[src/rtl/cpu_ctrl_sequencer_pkg.sv]
// rtl/cpu_ctrl_sequencer_pkg.sv - opcodes, T-state codes and control-word layout for the bus CPU sequencer
package cpu_ctrl_sequencer_pkg;

   localparam int OPC_W = 4;
   localparam int T_W   = 3;

   localparam logic [T_W-1:0] T0 = 3'd0;
   localparam logic [T_W-1:0] T1 = 3'd1;
   localparam logic [T_W-1:0] T2 = 3'd2;
   localparam logic [T_W-1:0] T3 = 3'd3;
   localparam logic [T_W-1:0] T4 = 3'd4;

   localparam logic [OPC_W-1:0] OP_NOP = 4'h0;
   localparam logic [OPC_W-1:0] OP_LDA = 4'h1;
   localparam logic [OPC_W-1:0] OP_ADD = 4'h2;
   localparam logic [OPC_W-1:0] OP_SUB = 4'h3;
   localparam logic [OPC_W-1:0] OP_STA = 4'h4;
   localparam logic [OPC_W-1:0] OP_LDI = 4'h5;
   localparam logic [OPC_W-1:0] OP_JMP = 4'h6;
   localparam logic [OPC_W-1:0] OP_JC  = 4'h7;
   localparam logic [OPC_W-1:0] OP_JZ  = 4'h8;
   localparam logic [OPC_W-1:0] OP_OUT = 4'hE;
   localparam logic [OPC_W-1:0] OP_HLT = 4'hF;

   localparam int CW_W       = 14;
   localparam int CW_PC_RD   = 13;
   localparam int CW_RAM_RD  = 12;
   localparam int CW_IR_RD   = 11;
   localparam int CW_A_RD    = 10;
   localparam int CW_ALU_RD  = 9;
   localparam int CW_PC_WR   = 8;
   localparam int CW_MAR_WR  = 7;
   localparam int CW_RAM_WR  = 6;
   localparam int CW_IR_WR   = 5;
   localparam int CW_A_WR    = 4;
   localparam int CW_B_WR    = 3;
   localparam int CW_OUT_WR  = 2;
   localparam int CW_PC_INC  = 1;
   localparam int CW_ALU_SUB = 0;

   typedef logic [CW_W-1:0] ctrl_word_t;

   typedef enum logic [1:0] {
      ST_IDLE,
      ST_RUN,
      ST_HALT
   } seq_state_e;

   function automatic ctrl_word_t cw_bit(input int idx);
      return ctrl_word_t'(1) << idx;
   endfunction

endpackage

[src/rtl/cpu_ctrl_sequencer_if.sv]
// rtl/cpu_ctrl_sequencer_if.sv - control bus between the sequencer and the 8-bit datapath
interface cpu_ctrl_sequencer_if;
   import cpu_ctrl_sequencer_pkg::*;

   logic             run;
   logic             step;
   logic [OPC_W-1:0] opcode;
   logic             flag_c;
   logic             flag_z;

   logic pc_rd, ram_rd, ir_rd, a_rd, alu_rd;
   logic pc_wr, mar_wr, ram_wr, ir_wr, a_wr, b_wr, out_wr;
   logic pc_inc, alu_sub;
   logic [T_W-1:0]   tstate;
   logic             halted;

   modport master (
      input  run, step, opcode, flag_c, flag_z,
      output pc_rd, ram_rd, ir_rd, a_rd, alu_rd,
      output pc_wr, mar_wr, ram_wr, ir_wr, a_wr, b_wr, out_wr,
      output pc_inc, alu_sub, tstate, halted
   );

   modport slave (
      output run, step, opcode, flag_c, flag_z,
      input  pc_rd, ram_rd, ir_rd, a_rd, alu_rd,
      input  pc_wr, mar_wr, ram_wr, ir_wr, a_wr, b_wr, out_wr,
      input  pc_inc, alu_sub, tstate, halted
   );

endinterface

[src/rtl/cpu_ctrl_sequencer_ctrl_microcode_rom.sv]
// rtl/cpu_ctrl_sequencer_ctrl_microcode_rom.sv - combinational micro-op table indexed by opcode and T-state
module ctrl_microcode_rom
   import cpu_ctrl_sequencer_pkg::*;
(
   input  logic [OPC_W-1:0] opcode,
   input  logic [T_W-1:0]   tstate,
   input  logic             flag_c,
   input  logic             flag_z,
   output ctrl_word_t       cw,
   output logic             last,
   output logic             halt
);

   always_comb begin
      cw   = '0;
      last = 1'b0;
      halt = 1'b0;
      case (tstate)
         T0: cw = cw_bit(CW_PC_RD) | cw_bit(CW_MAR_WR);
         T1: cw = cw_bit(CW_RAM_RD) | cw_bit(CW_IR_WR) | cw_bit(CW_PC_INC);
         T2: begin
            last = 1'b1;
            case (opcode)
               OP_LDA, OP_ADD, OP_SUB, OP_STA: begin
                  cw   = cw_bit(CW_IR_RD) | cw_bit(CW_MAR_WR);
                  last = 1'b0;
               end
               OP_LDI: cw = cw_bit(CW_IR_RD) | cw_bit(CW_A_WR);
               OP_JMP: cw = cw_bit(CW_IR_RD) | cw_bit(CW_PC_WR);
               OP_JC:  if (flag_c) cw = cw_bit(CW_IR_RD) | cw_bit(CW_PC_WR);
               OP_JZ:  if (flag_z) cw = cw_bit(CW_IR_RD) | cw_bit(CW_PC_WR);
               OP_OUT: cw = cw_bit(CW_A_RD) | cw_bit(CW_OUT_WR);
               OP_HLT: halt = 1'b1;
               default: cw = '0;
            endcase
         end
         T3: begin
            last = 1'b1;
            case (opcode)
               OP_LDA: cw = cw_bit(CW_RAM_RD) | cw_bit(CW_A_WR);
               OP_ADD, OP_SUB: begin
                  cw   = cw_bit(CW_RAM_RD) | cw_bit(CW_B_WR);
                  last = 1'b0;
               end
               OP_STA: cw = cw_bit(CW_A_RD) | cw_bit(CW_RAM_WR);
               default: cw = '0;
            endcase
         end
         T4: begin
            last = 1'b1;
            if (opcode == OP_ADD || opcode == OP_SUB)
               cw = cw_bit(CW_ALU_RD) | cw_bit(CW_A_WR);
            if (opcode == OP_SUB)
               cw = cw | cw_bit(CW_ALU_SUB);
         end
         default: last = 1'b1;
      endcase
   end

endmodule

[src/rtl/cpu_ctrl_sequencer.sv]
// rtl/cpu_ctrl_sequencer.sv - fetch/execute sequencer: T-state counter, run/step/halt FSM, output gating
module cpu_ctrl_sequencer
   import cpu_ctrl_sequencer_pkg::*;
(
   input  logic                  clk,
   input  logic                  clr,
   cpu_ctrl_sequencer_if.master  bus
);

   seq_state_e     state, state_nx;
   logic [T_W-1:0] tstate, tstate_nx;
   logic           step_q;
   logic           step_rise;
   ctrl_word_t     rom_cw;
   ctrl_word_t     cw;
   logic           rom_last;
   logic           rom_halt;

   ctrl_microcode_rom u_rom (
      .opcode (bus.opcode),
      .tstate (tstate),
      .flag_c (bus.flag_c),
      .flag_z (bus.flag_z),
      .cw     (rom_cw),
      .last   (rom_last),
      .halt   (rom_halt)
   );

   assign step_rise = bus.step & ~step_q;

   always_ff @(posedge clk) begin
      if (clr) begin
         state  <= ST_IDLE;
         tstate <= T0;
         step_q <= 1'b0;
      end else begin
         state  <= state_nx;
         tstate <= tstate_nx;
         step_q <= bus.step;
      end
   end

   // run is only consulted at an instruction boundary, so mid-instruction changes never truncate a micro-op
   always_comb begin
      state_nx  = state;
      tstate_nx = tstate;
      case (state)
         ST_IDLE: begin
            tstate_nx = T0;
            if (bus.run || step_rise)
               state_nx = ST_RUN;
         end
         ST_RUN: begin
            if (rom_halt) begin
               state_nx  = ST_HALT;
               tstate_nx = T0;
            end else if (rom_last) begin
               tstate_nx = T0;
               state_nx  = bus.run ? ST_RUN : ST_IDLE;
            end else begin
               tstate_nx = tstate + T_W'(1);
            end
         end
         ST_HALT: tstate_nx = T0;
         default: begin
            state_nx  = ST_IDLE;
            tstate_nx = T0;
         end
      endcase
   end

   assign cw = (state == ST_RUN) ? rom_cw : '0;

   assign bus.pc_rd   = cw[CW_PC_RD];
   assign bus.ram_rd  = cw[CW_RAM_RD];
   assign bus.ir_rd   = cw[CW_IR_RD];
   assign bus.a_rd    = cw[CW_A_RD];
   assign bus.alu_rd  = cw[CW_ALU_RD];
   assign bus.pc_wr   = cw[CW_PC_WR];
   assign bus.mar_wr  = cw[CW_MAR_WR];
   assign bus.ram_wr  = cw[CW_RAM_WR];
   assign bus.ir_wr   = cw[CW_IR_WR];
   assign bus.a_wr    = cw[CW_A_WR];
   assign bus.b_wr    = cw[CW_B_WR];
   assign bus.out_wr  = cw[CW_OUT_WR];
   assign bus.pc_inc  = cw[CW_PC_INC];
   assign bus.alu_sub = cw[CW_ALU_SUB];
   assign bus.tstate  = tstate;
   assign bus.halted  = (state == ST_HALT);

endmodule
[src/flat_wrapper.sv]
// flat-port wrapper written by rule: the top's interface ports become plain ports
module cpu_ctrl_sequencer_flat import cpu_ctrl_sequencer_pkg::*;
  (clk, clr, bus_run, bus_step, bus_opcode, bus_flag_c, bus_flag_z, bus_pc_rd, bus_ram_rd, bus_ir_rd, bus_a_rd, bus_alu_rd, bus_pc_wr, bus_mar_wr, bus_ram_wr, bus_ir_wr, bus_a_wr, bus_b_wr, bus_out_wr, bus_pc_inc, bus_alu_sub, bus_tstate, bus_halted);
  cpu_ctrl_sequencer_if bus_i ();
  input  logic clk;
  input  logic clr;
  input wire logic [$bits(bus_i.run)-1:0] bus_run;
  input wire logic [$bits(bus_i.step)-1:0] bus_step;
  input wire logic [$bits(bus_i.opcode)-1:0] bus_opcode;
  input wire logic [$bits(bus_i.flag_c)-1:0] bus_flag_c;
  input wire logic [$bits(bus_i.flag_z)-1:0] bus_flag_z;
  output wire logic [$bits(bus_i.pc_rd)-1:0] bus_pc_rd;
  output wire logic [$bits(bus_i.ram_rd)-1:0] bus_ram_rd;
  output wire logic [$bits(bus_i.ir_rd)-1:0] bus_ir_rd;
  output wire logic [$bits(bus_i.a_rd)-1:0] bus_a_rd;
  output wire logic [$bits(bus_i.alu_rd)-1:0] bus_alu_rd;
  output wire logic [$bits(bus_i.pc_wr)-1:0] bus_pc_wr;
  output wire logic [$bits(bus_i.mar_wr)-1:0] bus_mar_wr;
  output wire logic [$bits(bus_i.ram_wr)-1:0] bus_ram_wr;
  output wire logic [$bits(bus_i.ir_wr)-1:0] bus_ir_wr;
  output wire logic [$bits(bus_i.a_wr)-1:0] bus_a_wr;
  output wire logic [$bits(bus_i.b_wr)-1:0] bus_b_wr;
  output wire logic [$bits(bus_i.out_wr)-1:0] bus_out_wr;
  output wire logic [$bits(bus_i.pc_inc)-1:0] bus_pc_inc;
  output wire logic [$bits(bus_i.alu_sub)-1:0] bus_alu_sub;
  output wire logic [$bits(bus_i.tstate)-1:0] bus_tstate;
  output wire logic [$bits(bus_i.halted)-1:0] bus_halted;
  assign bus_i.run = bus_run;
  assign bus_i.step = bus_step;
  assign bus_i.opcode = bus_opcode;
  assign bus_i.flag_c = bus_flag_c;
  assign bus_i.flag_z = bus_flag_z;
  assign bus_pc_rd = bus_i.pc_rd;
  assign bus_ram_rd = bus_i.ram_rd;
  assign bus_ir_rd = bus_i.ir_rd;
  assign bus_a_rd = bus_i.a_rd;
  assign bus_alu_rd = bus_i.alu_rd;
  assign bus_pc_wr = bus_i.pc_wr;
  assign bus_mar_wr = bus_i.mar_wr;
  assign bus_ram_wr = bus_i.ram_wr;
  assign bus_ir_wr = bus_i.ir_wr;
  assign bus_a_wr = bus_i.a_wr;
  assign bus_b_wr = bus_i.b_wr;
  assign bus_out_wr = bus_i.out_wr;
  assign bus_pc_inc = bus_i.pc_inc;
  assign bus_alu_sub = bus_i.alu_sub;
  assign bus_tstate = bus_i.tstate;
  assign bus_halted = bus_i.halted;
  cpu_ctrl_sequencer u_core (.clk(clk), .clr(clr), .bus(bus_i));
endmodule
[config.mk]
export PLATFORM = sky130hd
export DESIGN_NAME = cpu_ctrl_sequencer_flat
export DESIGN_NICKNAME = d
export VERILOG_FILES = /design/src/rtl/cpu_ctrl_sequencer_pkg.sv /design/src/rtl/cpu_ctrl_sequencer_if.sv /design/src/rtl/cpu_ctrl_sequencer_ctrl_microcode_rom.sv /design/src/rtl/cpu_ctrl_sequencer.sv /design/src/flat_wrapper.sv
export SDC_FILE = /design/constraint.sdc
export NUM_CORES = 1
export LEC_CHECK = 0
export ABC_AREA = 1
export BUFFER_PORTS_ARGS = -buffer_cell sky130_fd_sc_hd__buf_2
export CAP_MARGIN = 20
export CORE_ASPECT_RATIO = 1.25
export CORE_MARGIN = 2
export CORE_UTILIZATION = 35
export DETAILED_ROUTE_END_ITERATION = 10
export GPL_TIMING_DRIVEN = 0
export PLACE_DENSITY_LB_ADDON = 0.15
export SYNTH_ARGS = -nofsm -noshare
export SYNTH_HDL_FRONTEND = slang
export SYNTH_SLANG_ARGS = --single-unit
[constraint.sdc]
create_clock -name clk -period 2.31 [get_ports clk]
set_input_delay 0.3465 -clock clk [delete_from_list [all_inputs] [get_ports clk]]
set_output_delay 0.3465 -clock clk [all_outputs]
set_load 0.005 [all_outputs]
==> results.yml <==
pwr:
  worst_ir_drop_vdd_uv: 324
  leakagePower_nw: 0.437
  finalPower_mw: 0.443
  power_density_mw_per_mm2: 518
finish:
  syn2layout_area_growth_pct: 26.0
  multi_input_area_um2: 469
  fin_nets: 147
  final_area_um2: 855
  antenna_cells: 0
  fillerInstances: 205
  regArea_um2: 120
  finish.utilization_pct: 47.8
  final_cells: 149
  drive_gt1_share_pct: 42.3
yosys:
  yosys.cell_types.count: 25
  synth_nets: 116
  postSynthAreaPerCell_um2: 6.71
  netlist_instances: 101
  ys_ff_latch: 6
  ys_warn_count: 0
  yosysSeqAreaShare_pct: 17.7
  netlist_area_um2: 678
clock_network:
  cts_root_buf: "clkbuf_4"
  cts.sink_count: 6
  cts_resized: 0
  clk_pin_slew_ns: 0.04
  cts_buffers: 3
  clk_latency_ns: 0.24
  cts_tree: "yes"
  cts_hold_buffers: 0
  cts_buffer_depth: 2
  h-tree-depth: 1
  post_cts_buffers: 0
critical_path:
  crit_top_cell: "ha_1"
  critPathKind: "reg -> out"
  cp_cell_sequence: "ha_1, ha_1, inv_1, nor2_1, nand4_1, o21ai_0, buf_2"
  cp-start-kind: "flop"
  crit_arrival_ns: 1.58
  crit_slowest_cell: "dfxtp_1"
  cp-end-kind: "output port"
  r2r-start: "u_core.bus.tstate[0]"
  required_ns: 1.96
  cp_max_fo: 5
  reg2reg_slack_ns: 0.97
  reg2regPathDepth: 8
  timing.rr.end: "u_core.state[0]"
  max_stage_delay_ns: 0.39
drt:
  final_antenna_net_count: 0
  firstDrtPassIters: 4
  route.detailed.drc: 0
  via_per_inst: 4.87
  num_vias: 725
  post_drt_wl_per_cell_um: 10.4
  wl_um: 1550
  drt_iter0_drc: 11
timing:
  worstMarginPinSlew_ns: 0.236
  tns_ns: 0
  rsz0062_at_grt: "false"
  hold_viol: 0
  post-route-period-util_pct: 83.6
  skew_ns: 0.0000576
  relSlewSlack_pct: 84.2
  fmax_ghz: 0.518
  fin_crit_ns: 1.93
  setup_violations: 0
  drv_slew: 0
hold_path:
  hp-class: "in -> reg"
  hp-start: "clr"
  holdPathEnd: "u_core.step_q"
  hold_path_depth: 2
global_route:
  grt_max_degree: 9
  gr-usage-met1_pct: 15.2
  grtUsageMet3_pct: 2.39
  use_met2_pct: 29.9
  grt_use_total_pct: 15.5
  overflow: 0
  antenna_found_initial: 0
  grt-busiest-layer: "met2"
  first_global_vias: 705
  grt_pass1_wl_um: 2680
floorplanning:
  dieHeight_um: 53.2
  core-area_mm2: 0.00179
  die-area_mm2: 0.00231
  rows: 17
  die_w_um: 43.4
  initial_core_util_pct: 38.0
  ios: 28
status:
  status: "completed"
placed_design:
  hpwl_um: 1350
  portBuffers: 26
  place_congestion: 0.796
  place_inst: 146
  place_area_um2: 832
run:
  maxCapViolCount: 0
==> power breakdown <==
part | total, mW | internal [mW] | switching, mW | leakage, nW
clock network | 0.0913 | 0.0584 | 0.0329 | 0.0138
registers | 0.131 | 0.117 | 0.0133 | 0.0492
logic | 0.221 | 0.0840 | 0.137 | 0.374
total | 0.443 | 0.260 | 0.183 | 0.437
==> layout make-up <==
type | count | area share [%]
Inverter | 19 | 8.64
Timing Repair Buffer | 26 | 15.2
Sequential cell | 6 | 14.1
Buffer | 2 | 1.76
Clock buffer | 3 | 2.64
Tap cell | 19 | 2.78
Multi-Input combinational cell | 74 | 54.9
==> sequential cells by signal, indices dropped and copies added (netlist names) <==
| signal | flops |
|---|---|
| u_core.step_q | 1 |
| u_core.bus.tstate | 3 |
| u_core.state | 2 |
==> worst max path at each step <==
stage,start,slack (ns),end
finish,u_core.bus.tstate[0],0.38,bus_a_rd
floorplan,u_core.bus.tstate[0],0.84,bus_a_rd
global route,u_core.bus.tstate[0],0.20,bus_a_rd
global placement,u_core.bus.tstate[0],0.62,bus_a_rd
detailed placement,u_core.bus.tstate[0],0.61,bus_a_rd
CTS,u_core.bus.tstate[0],0.35,bus_a_rd
==> worst max-delay path: cells and delay by family, from the launching register on <==
kind / cells / cell delay (ns)
buf+inv: 2 / 0.21
fa+ha+maj: 2 / 0.45
flops: 1 / 0.39
simple gates: 2 / 0.21
compound gates: 1 / 0.09
==> kinds of logic after synthesis <==
logic type	after synthesis	share of synthesized area, %
flip-flops	6	17.7
AND/OR/NAND/NOR	55	46.5
AO/OA/AOI/OAI	14	13.5
buffers and inverters	21	13.1
adder cells (fa/ha/maj)	5	9.23
==> layer usage <==
| metal | part of all wire (%) | wire (µm) |
|---|---|---|
| met3 | 4.0 | 62 |
| met5 | 0 | 0 |
| met2 | 56 | 861 |
| met1 | 39 | 596 |
| met4 | 1.6 | 25 |
==> through the flow <==
stage                     hold slack (ns)  setup slack [ns]
after floorplan                     0.419             0.835
after global placement              0.476             0.621
after detailed placement            0.476             0.612
after CTS                           0.276             0.350
after global routing                0.290             0.199
final                               0.283             0.379
==> placed cells by master (no fill, tap or decap), types with 2 or more instances in the layout <==
cell type and n:
clkbuf_4 3, nor2_4 3, nand2_1 13, a21oi_1 5
inv_2 5, nand2_2 6, nor2_1 12, inv_1 13
nand3_1 9, dfxtp_1 6, nor3_1 2, nand4_1 3
ha_1 5, buf_2 26, o21ai_0 3, nor2_2 4
buf_4 2
==> Yosys cell counts <==
master / count / area share, %
ha_1: 5 / 9.2
nand3_2: 1 / 1.5
inv_2: 5 / 2.8
a21oi_4: 1 / 2.4
nor3_1: 2 / 1.5
o21ai_0: 3 / 2.2
nor2_8: 1 / 3.0
a21oi_2: 1 / 1.3
a31oi_1: 1 / 0.92
nor2_4: 3 / 5.0
nor2_2: 4 / 3.7
o211ai_1: 1 / 1.1
o21a_1: 1 / 1.1
dfxtp_1: 6 / 18
nand4_1: 3 / 2.8
nor2_1: 12 / 6.6
nand3_1: 9 / 6.6
nand2_1: 13 / 7.2
nand2_2: 6 / 5.5
inv_1: 13 / 7.2
inv_4: 1 / 0.92
o21ai_1: 1 / 0.74
a21oi_1: 5 / 3.7
nand4_4: 1 / 3.1
buf_4: 2 / 2.2
Note: power is estimated with default switching activity, not from simulation.
